[src/rtl/csa_resolve_90.sv]
// Carry-propagate resolver: turns a W-bit carry-save pair into binary, CHUNK bits per cycle.
// Handshaked on both sides; one operand pair in flight at a time.
module csa_resolve_90 #(
  parameter int W     = 90,
  parameter int CHUNK = 30
) (
  input  logic         clk,
  input  logic         rst_n,
  input  logic         in_valid,
  output logic         in_ready,
  input  logic [W-1:0] c_in,
  input  logic [W-1:0] s_in,
  output logic         out_valid,
  input  logic         out_ready,
  output logic [W-1:0] sum,
  output logic         ovf
);

  localparam int NCH = W / CHUNK;
  localparam int KW  = (NCH > 1) ? $clog2(NCH) : 1;
  localparam logic [KW-1:0] KLAST = KW'(NCH - 1);

  typedef enum logic [1:0] {
    IDLE = 2'd0,
    RUN  = 2'd1,
    DONE = 2'd2
  } state_t;

  state_t          state, state_nxt;
  logic [KW-1:0]   k_p1;
  logic            carry_p1;
  logic [W-1:0]    c_p0, s_p0;
  logic [W-1:0]    sum_p1;
  logic            ovf_p1;
  logic [CHUNK:0]  add_res;
  logic            accept;
  logic            last_chunk;

  // One CHUNK-bit add with carry-in; bit CHUNK is the carry-out.
  function automatic logic [CHUNK:0] chunk_add(input logic [CHUNK-1:0] a,
                                               input logic [CHUNK-1:0] b,
                                               input logic             ci);
    chunk_add = {1'b0, a} + {1'b0, b} + {{CHUNK{1'b0}}, ci};
  endfunction

  assign in_ready   = (state == IDLE);
  assign out_valid  = (state == DONE);
  assign accept     = in_valid && in_ready;
  assign last_chunk = (k_p1 == KLAST);
  assign sum        = sum_p1;
  assign ovf        = ovf_p1;

  // The operands shift right so the active chunk always sits in the low bits.
  assign add_res = chunk_add(c_p0[CHUNK-1:0], s_p0[CHUNK-1:0], carry_p1);

  always_comb begin
    state_nxt = state;
    case (state)
      IDLE:    if (accept)     state_nxt = RUN;
      RUN:     if (last_chunk) state_nxt = DONE;
      DONE:    if (out_ready)  state_nxt = IDLE;
      default:                 state_nxt = IDLE;
    endcase
  end

  // Stage p0: operand capture and per-chunk shift.
  always_ff @(posedge clk) begin
    if (accept) begin
      c_p0 <= c_in;
      s_p0 <= s_in;
    end else if (state == RUN) begin
      c_p0 <= c_p0 >> CHUNK;
      s_p0 <= s_p0 >> CHUNK;
    end
  end

  // Stage p1: control, running carry and result registers.
  always_ff @(posedge clk) begin
    if (!rst_n) begin
      state    <= IDLE;
      k_p1     <= '0;
      carry_p1 <= 1'b0;
      sum_p1   <= '0;
      ovf_p1   <= 1'b0;
    end else begin
      state <= state_nxt;
      case (state)
        IDLE: begin
          if (accept) begin
            k_p1     <= '0;
            carry_p1 <= 1'b0;
          end
        end
        RUN: begin
          carry_p1 <= add_res[CHUNK];
          for (int i = 0; i < NCH; i++) begin
            if (k_p1 == KW'(i)) sum_p1[i*CHUNK +: CHUNK] <= add_res[CHUNK-1:0];
          end
          if (last_chunk) begin
            ovf_p1 <= add_res[CHUNK];
            k_p1   <= '0;
          end else begin
            k_p1 <= k_p1 + KW'(1);
          end
        end
        default: ;
      endcase
    end
  end

endmodule

[config.mk]
export PLATFORM = sky130hd
export DESIGN_NAME = csa_resolve_90
export DESIGN_NICKNAME = d
export VERILOG_FILES = /design/src/rtl/csa_resolve_90.sv
export SDC_FILE = /design/constraint.sdc
export NUM_CORES = 1
export LEC_CHECK = 0
export BUFFER_PORTS_ARGS = -buffer_cell sky130_fd_sc_hd__buf_2
export CELL_PAD_IN_SITES_DETAIL_PLACEMENT = 0
export CELL_PAD_IN_SITES_GLOBAL_PLACEMENT = 1
export CORE_MARGIN = 2
export CORE_UTILIZATION = 43
export DETAILED_ROUTE_END_ITERATION = 10
export PLACE_DENSITY = 0.86
export SETUP_SLACK_MARGIN = 0.15
export SLEW_MARGIN = 15
export SYNTH_ARGS = -nofsm -noshare
export SYNTH_HDL_FRONTEND = slang
export SYNTH_SLANG_ARGS = --single-unit
[constraint.sdc]
create_clock -name clk -period 6.6 [get_ports clk]
set_input_delay 0.66 -clock clk [delete_from_list [all_inputs] [get_ports clk]]
set_output_delay 0.66 -clock clk [all_outputs]
set_load 0.03 [all_outputs]
Yosys cells after proc, flatten, opt, wreduce, memory -nomap -nowiden
Cells that the tools add are included.

cells by class
  divide/modulo/power cells = 0
  add/sub/neg operators = 3
  muxes and demuxes = 13
  $lt $le $gt $ge = 0
  shifts and indexed selects = 0
  reductions and logical operators = 10
  bitwise gates (word level) = 0
  equal/unequal tests = 7
  multipliers = 0

operator list
  operator             number
  $mux 90              4
  $add 30x30->31       1
  $add 31x1->31        1
  $mux 2               5
  $reduce_and 2->1     4
  $pmux 2 s3           1
  $eq 2x1->1 const B   2
  $eq 2x2->1 const B   2
  $logic_not 2->1      2
  $ne 2x1->1 const B   2
  $pmux 2 s2           1
  $reduce_bool 2->1    2
  $reduce_and 3->1     1
  $add 2x1->2 const B  1
  $ne 2x2->1 const B   1
  $pmux 1 s2           1
  $logic_and 1x1->1    1
  $mux 1               1

storage, ports and cells
  memory bits (read-only) = 0
  register bits after elaboration = 276
  memories = 0
  bits of input ports = 184
  bits in writable memories = 0
  output and inout bits = 93
  logic and storage cells = 42
  latch bits = 0

Longest topological paths before layout
  depth in word-level cells = 4
  depth in mapped cells = 9
  gate-level depth less buffers = 8

Least setup slack after synthesis
Ideal clock, no wire load.

  kind = input-to-reg
  start = in in_valid
  end = reg c_p0[0] (enable)
  data arrival time = 4767 ps
  stages = 5
  data required time = 6068 ps
  buffers on the path = 2
  path slack = 1301 ps
  library setup time = 532 ps
  cell sequence = and2_1 -> clkbuf_1 -> clkbuf_1 -> nor2_1 -> inv_1

between the ends
  longest elaborated chain between the ends = 2

ends and longest elaborated chain
  what                                RTL line  RTL
  start, declared                     9         input logic in_valid,
  $logic_and 1x1->1                   48        assign accept = in_valid && in_ready;
  $reduce_bool 2->1 (no source line)  -
  end signal, assigned                69        c_p0 <= c_in;
  end signal, assigned                72        c_p0 <= c_p0 >> CHUNK;
  end, declared                       32        logic [W-1:0] c_p0, s_p0;

Every way passes these cells.
A chain may end at the register's enable or synchronous reset.

Worst setup path after layout
  start = reg state[1]
  end = reg c_p0[80] (enable)

between the ends
  longest elaborated chain between the ends = 3
  elaborated cells between the ends (all ways) = 4
  those cells by class = eq/ne (1); reduce/logical (3)

ends and longest elaborated chain
  what                                  RTL line  RTL
  start, declared                       29        state_t state, state_nxt;
  start signal, assigned                86        state <= state_nxt;
  $logic_not 2->1                       46        assign in_ready = (state == IDLE);
  $logic_and 1x1->1                     48
  $reduce_bool 2->1 (no source line) *  -

Mark *: on every way between the ends. The rest lies on a longest branch, timed or not.

==> results.json <==
{
  "final_core_util": 0.5282,
  "skew_ns": 0.03551,
  "ys_seq_area_frac": 0.5622,
  "placed_cells": 1713,
  "crit_path_max_fanout": 83,
  "mappedNetlistNets": 1324,
  "arrival_ns": 3.87,
  "clockBufferDepth": 3,
  "p_per_area_mw_per_mm2": 319.0,
  "relSlewSlack": 0.2958,
  "synth_top_area_frac": 0.4147,
  "grtUsageTotal": 0.2113,
  "postCtsHoldBufs": 0,
  "drt-total-wl_um": 33910,
  "vias_per_cell": 5.482,
  "setup_violations": 0,
  "status": "finished clean",
  "synthTopCellsByArea": "edfxtp_1 (41%), dfxtp_1 (15%), mux2_2 (10%)",
  "fmax_ghz": 0.2729,
  "worstPathRequired_ns": 6.80,
  "synth_common_cells": "edfxtp_1 (180), mux2_2 (120), dfxtp_1 (96)",
  "syn_to_final_growth_pct": 20.45,
  "first_iter_violations": 728,
  "layout.cells.non_filler": 1767,
  "cp_slowest_cell": "nor2_4",
  "r2r_slack_ns": 2.94,
  "drcViolationCount": 0,
  "timing.final.crit_period_ns": 3.664,
  "cts_resized": 0,
  "io_pins": 277,
  "start_kind": "register",
  "syn_area_per_cell_um2": 11.75,
  "clk-insertion-delay-late_ns": 0.58,
  "ir_drop_uv": 211.8,
  "worstPathCellList": "nor2_4, and2_4, nor2_1, inv_6, buf_4",
  "end_kind": "register",
  "placeableCoreArea_mm2": 0.02972,
  "layout-drive-gt1-share": 0.3457,
  "tns_ns": 0,
  "cpPeakStageDelay_ns": 0.82,
  "clockRootBuffer": "clkbuf_16",
  "antenna_found_initial": 7,
  "rsz0062_at_grt": "false",
  "fin_crit_sh": 0.5552,
  "grt_max_degree": 86,
  "ys.flop_type": "edfxtp_1",
  "grt_pass1_vias": 9296,
  "gp_congestion": 0.8806,
  "ys_types": 71,
  "worst_hold_path_type": "input port to register",
  "cts_sinks": 276,
  "cts_tree": "built",
  "worst-setup-path-type": "register to register",
  "design_area_mm2": 0.01570,
  "synth_top_cell_by_area": "edfxtp_1",
  "dieArea_mm2": 0.03172,
  "place_area_mm2": 0.01470,
  "ys_async_sr_fraction": 0,
  "synthesis.area_mm2": 0.01303,
  "drtAntennaViolNets": 0,
  "hold_violations": 0,
  "port-buffer-count": 276,
  "worstMarginPinSlew_ns": 1.054,
  "ys_ff_latch": 276,
  "synth_warnings": 0,
  "rows": 63,
  "h-tree-depth": 1,
  "global_route.overflow_total": 0,
  "slew_violations": 0,
  "dp_hpwl_um": 25050,
  "synth_edf_count": 180,
  "grt_pass1_wl_um": 51840,
  "yosysMostFrequentCell": "edfxtp_1",
  "synthCells": 1109,
  "cts_inserted_buffers": 28,
  "die_h_um": 178.1,
  "vias": 9687,
  "post_drt_wl_per_cell_um": 19.19,
  "start_util": 0.4385,
  "max-cap-violations": 0,
  "drt_first_pass_iters": 5,
  "post-cts-setup-buffers": 0,
  "final_nets": 1568,
  "die_x_um": 178.1,
  "fill_cells": 2580,
  "path_clk_slew_ns": 0.07,
  "p_leak_nw": 6.526
}
## cells by family (layout without fill, tap and decap cells)
logic type / after synthesis / count (layout) / share of synthesized area
xor gates and xnor gates: 10 / 10 / 0.006721
other: 0 / 3 / 0
DFF: 276 / 276 / 0.5622
AOI/OAI and AO/OA: 231 / 231 / 0.1284
adders and majority gates: 31 / 31 / 0.03091
and+or+nand+nor: 351 / 351 / 0.1367
muxes: 126 / 126 / 0.1083
buffers and inverters: 84 / 349 / 0.02679
## layout by cell type, fill, tap and decap left out, drive strengths merged, types with 5 or more instances in the layout
cell type  synthesis  layout
or3                7       7
o31ai              7       7
nand2b            15      15
xnor2              8       8
o311ai            17      17
a21oi             62      62
o21a               8       8
clkinv             0      11
o211ai             8       8
and3              68      68
a32oi              6       6
a21o              14      14
a211o             14      14
nor2              49      49
dfxtp             96      96
mux2i              6       6
nor3              14      14
or4                8       8
nand4             13      13
nand3             59      59
o21ai             49      49
bufinv             0       5
inv               11      13
nand2             93      93
a211oi            13      13
ha                29      29
mux2             120     120
edfxtp           180     180
clkbuf            49      32
and2               7       7
buf               24     287
## worst max-delay path: cells and delay by family, from the launching register on
| family | cells | cell delay (ns) |
|---|---|---|
| flops | 1 | 0.35 |
| buf+inv | 2 | 1.20 |
| simple gates | 3 | 1.66 |
## layout make-up
cell class	instances	area [um^2]	area share
Inverter	11	46.29	0.002949
Clock inverter	19	252.7	0.01610
Multi-Input combinational cell	749	5376	0.3425
Clock buffer	32	735.7	0.04687
Antenna cell	3	7.507	0.0004782
Tap cell	390	488.0	0.03109
Sequential cell	276	7327	0.4668
Timing Repair Buffer	287	1464	0.09326
## power by group
| group | internal (W) | switching [W] |
|---|---|---|
| Combinational | 0.000417 | 0.000766 |
| Sequential | 0.00207 | 0.0000715 |
| Clock | 0.00100 | 0.000681 |
| Total | 0.00349 | 0.00152 |
## flip-flops by register name (all words and copies together) (netlist names)
name      cells
c_p0         90
carry_p1      1
k_p1          2
ovf           1
s_p0         90
state         2
sum          90
## path summary, 6_finish.rpt
check                  end  cells after the start  startpoint
setup / recovery  c_p0[80]                      5    state[1]
hold / removal     c_p0[7]                      2     c_in[7]
hold reg to reg    sum[39]                      2     sum[39]
setup reg to reg  c_p0[80]                      5    state[1]
## stage by stage
step / hold WS (ns) / setup WS, ns / power [W]
final: 0.3870 / 2.936 / 0.005007
after global routing: 0.3649 / 2.597 / 0.005216
after CTS: 0.3592 / 2.870 / 0.005030
after detailed placement: 0.4437 / 2.898 / 0.003349
after global placement: 0.4402 / 3.081 / 0.003324
after floorplan: 0.4575 / 1.301 / 0.002985
## per-layer routing
layer	vias up	share of wire	track usage
met2	342	0.44	0.3324
met3	50	0.090	0.06053
li1	4726	-	-
met1	4561	0.44	0.2880
met4	8	0.021	0.05191
met5	-	0.0014	0
(Power assumes the default switching activity.)
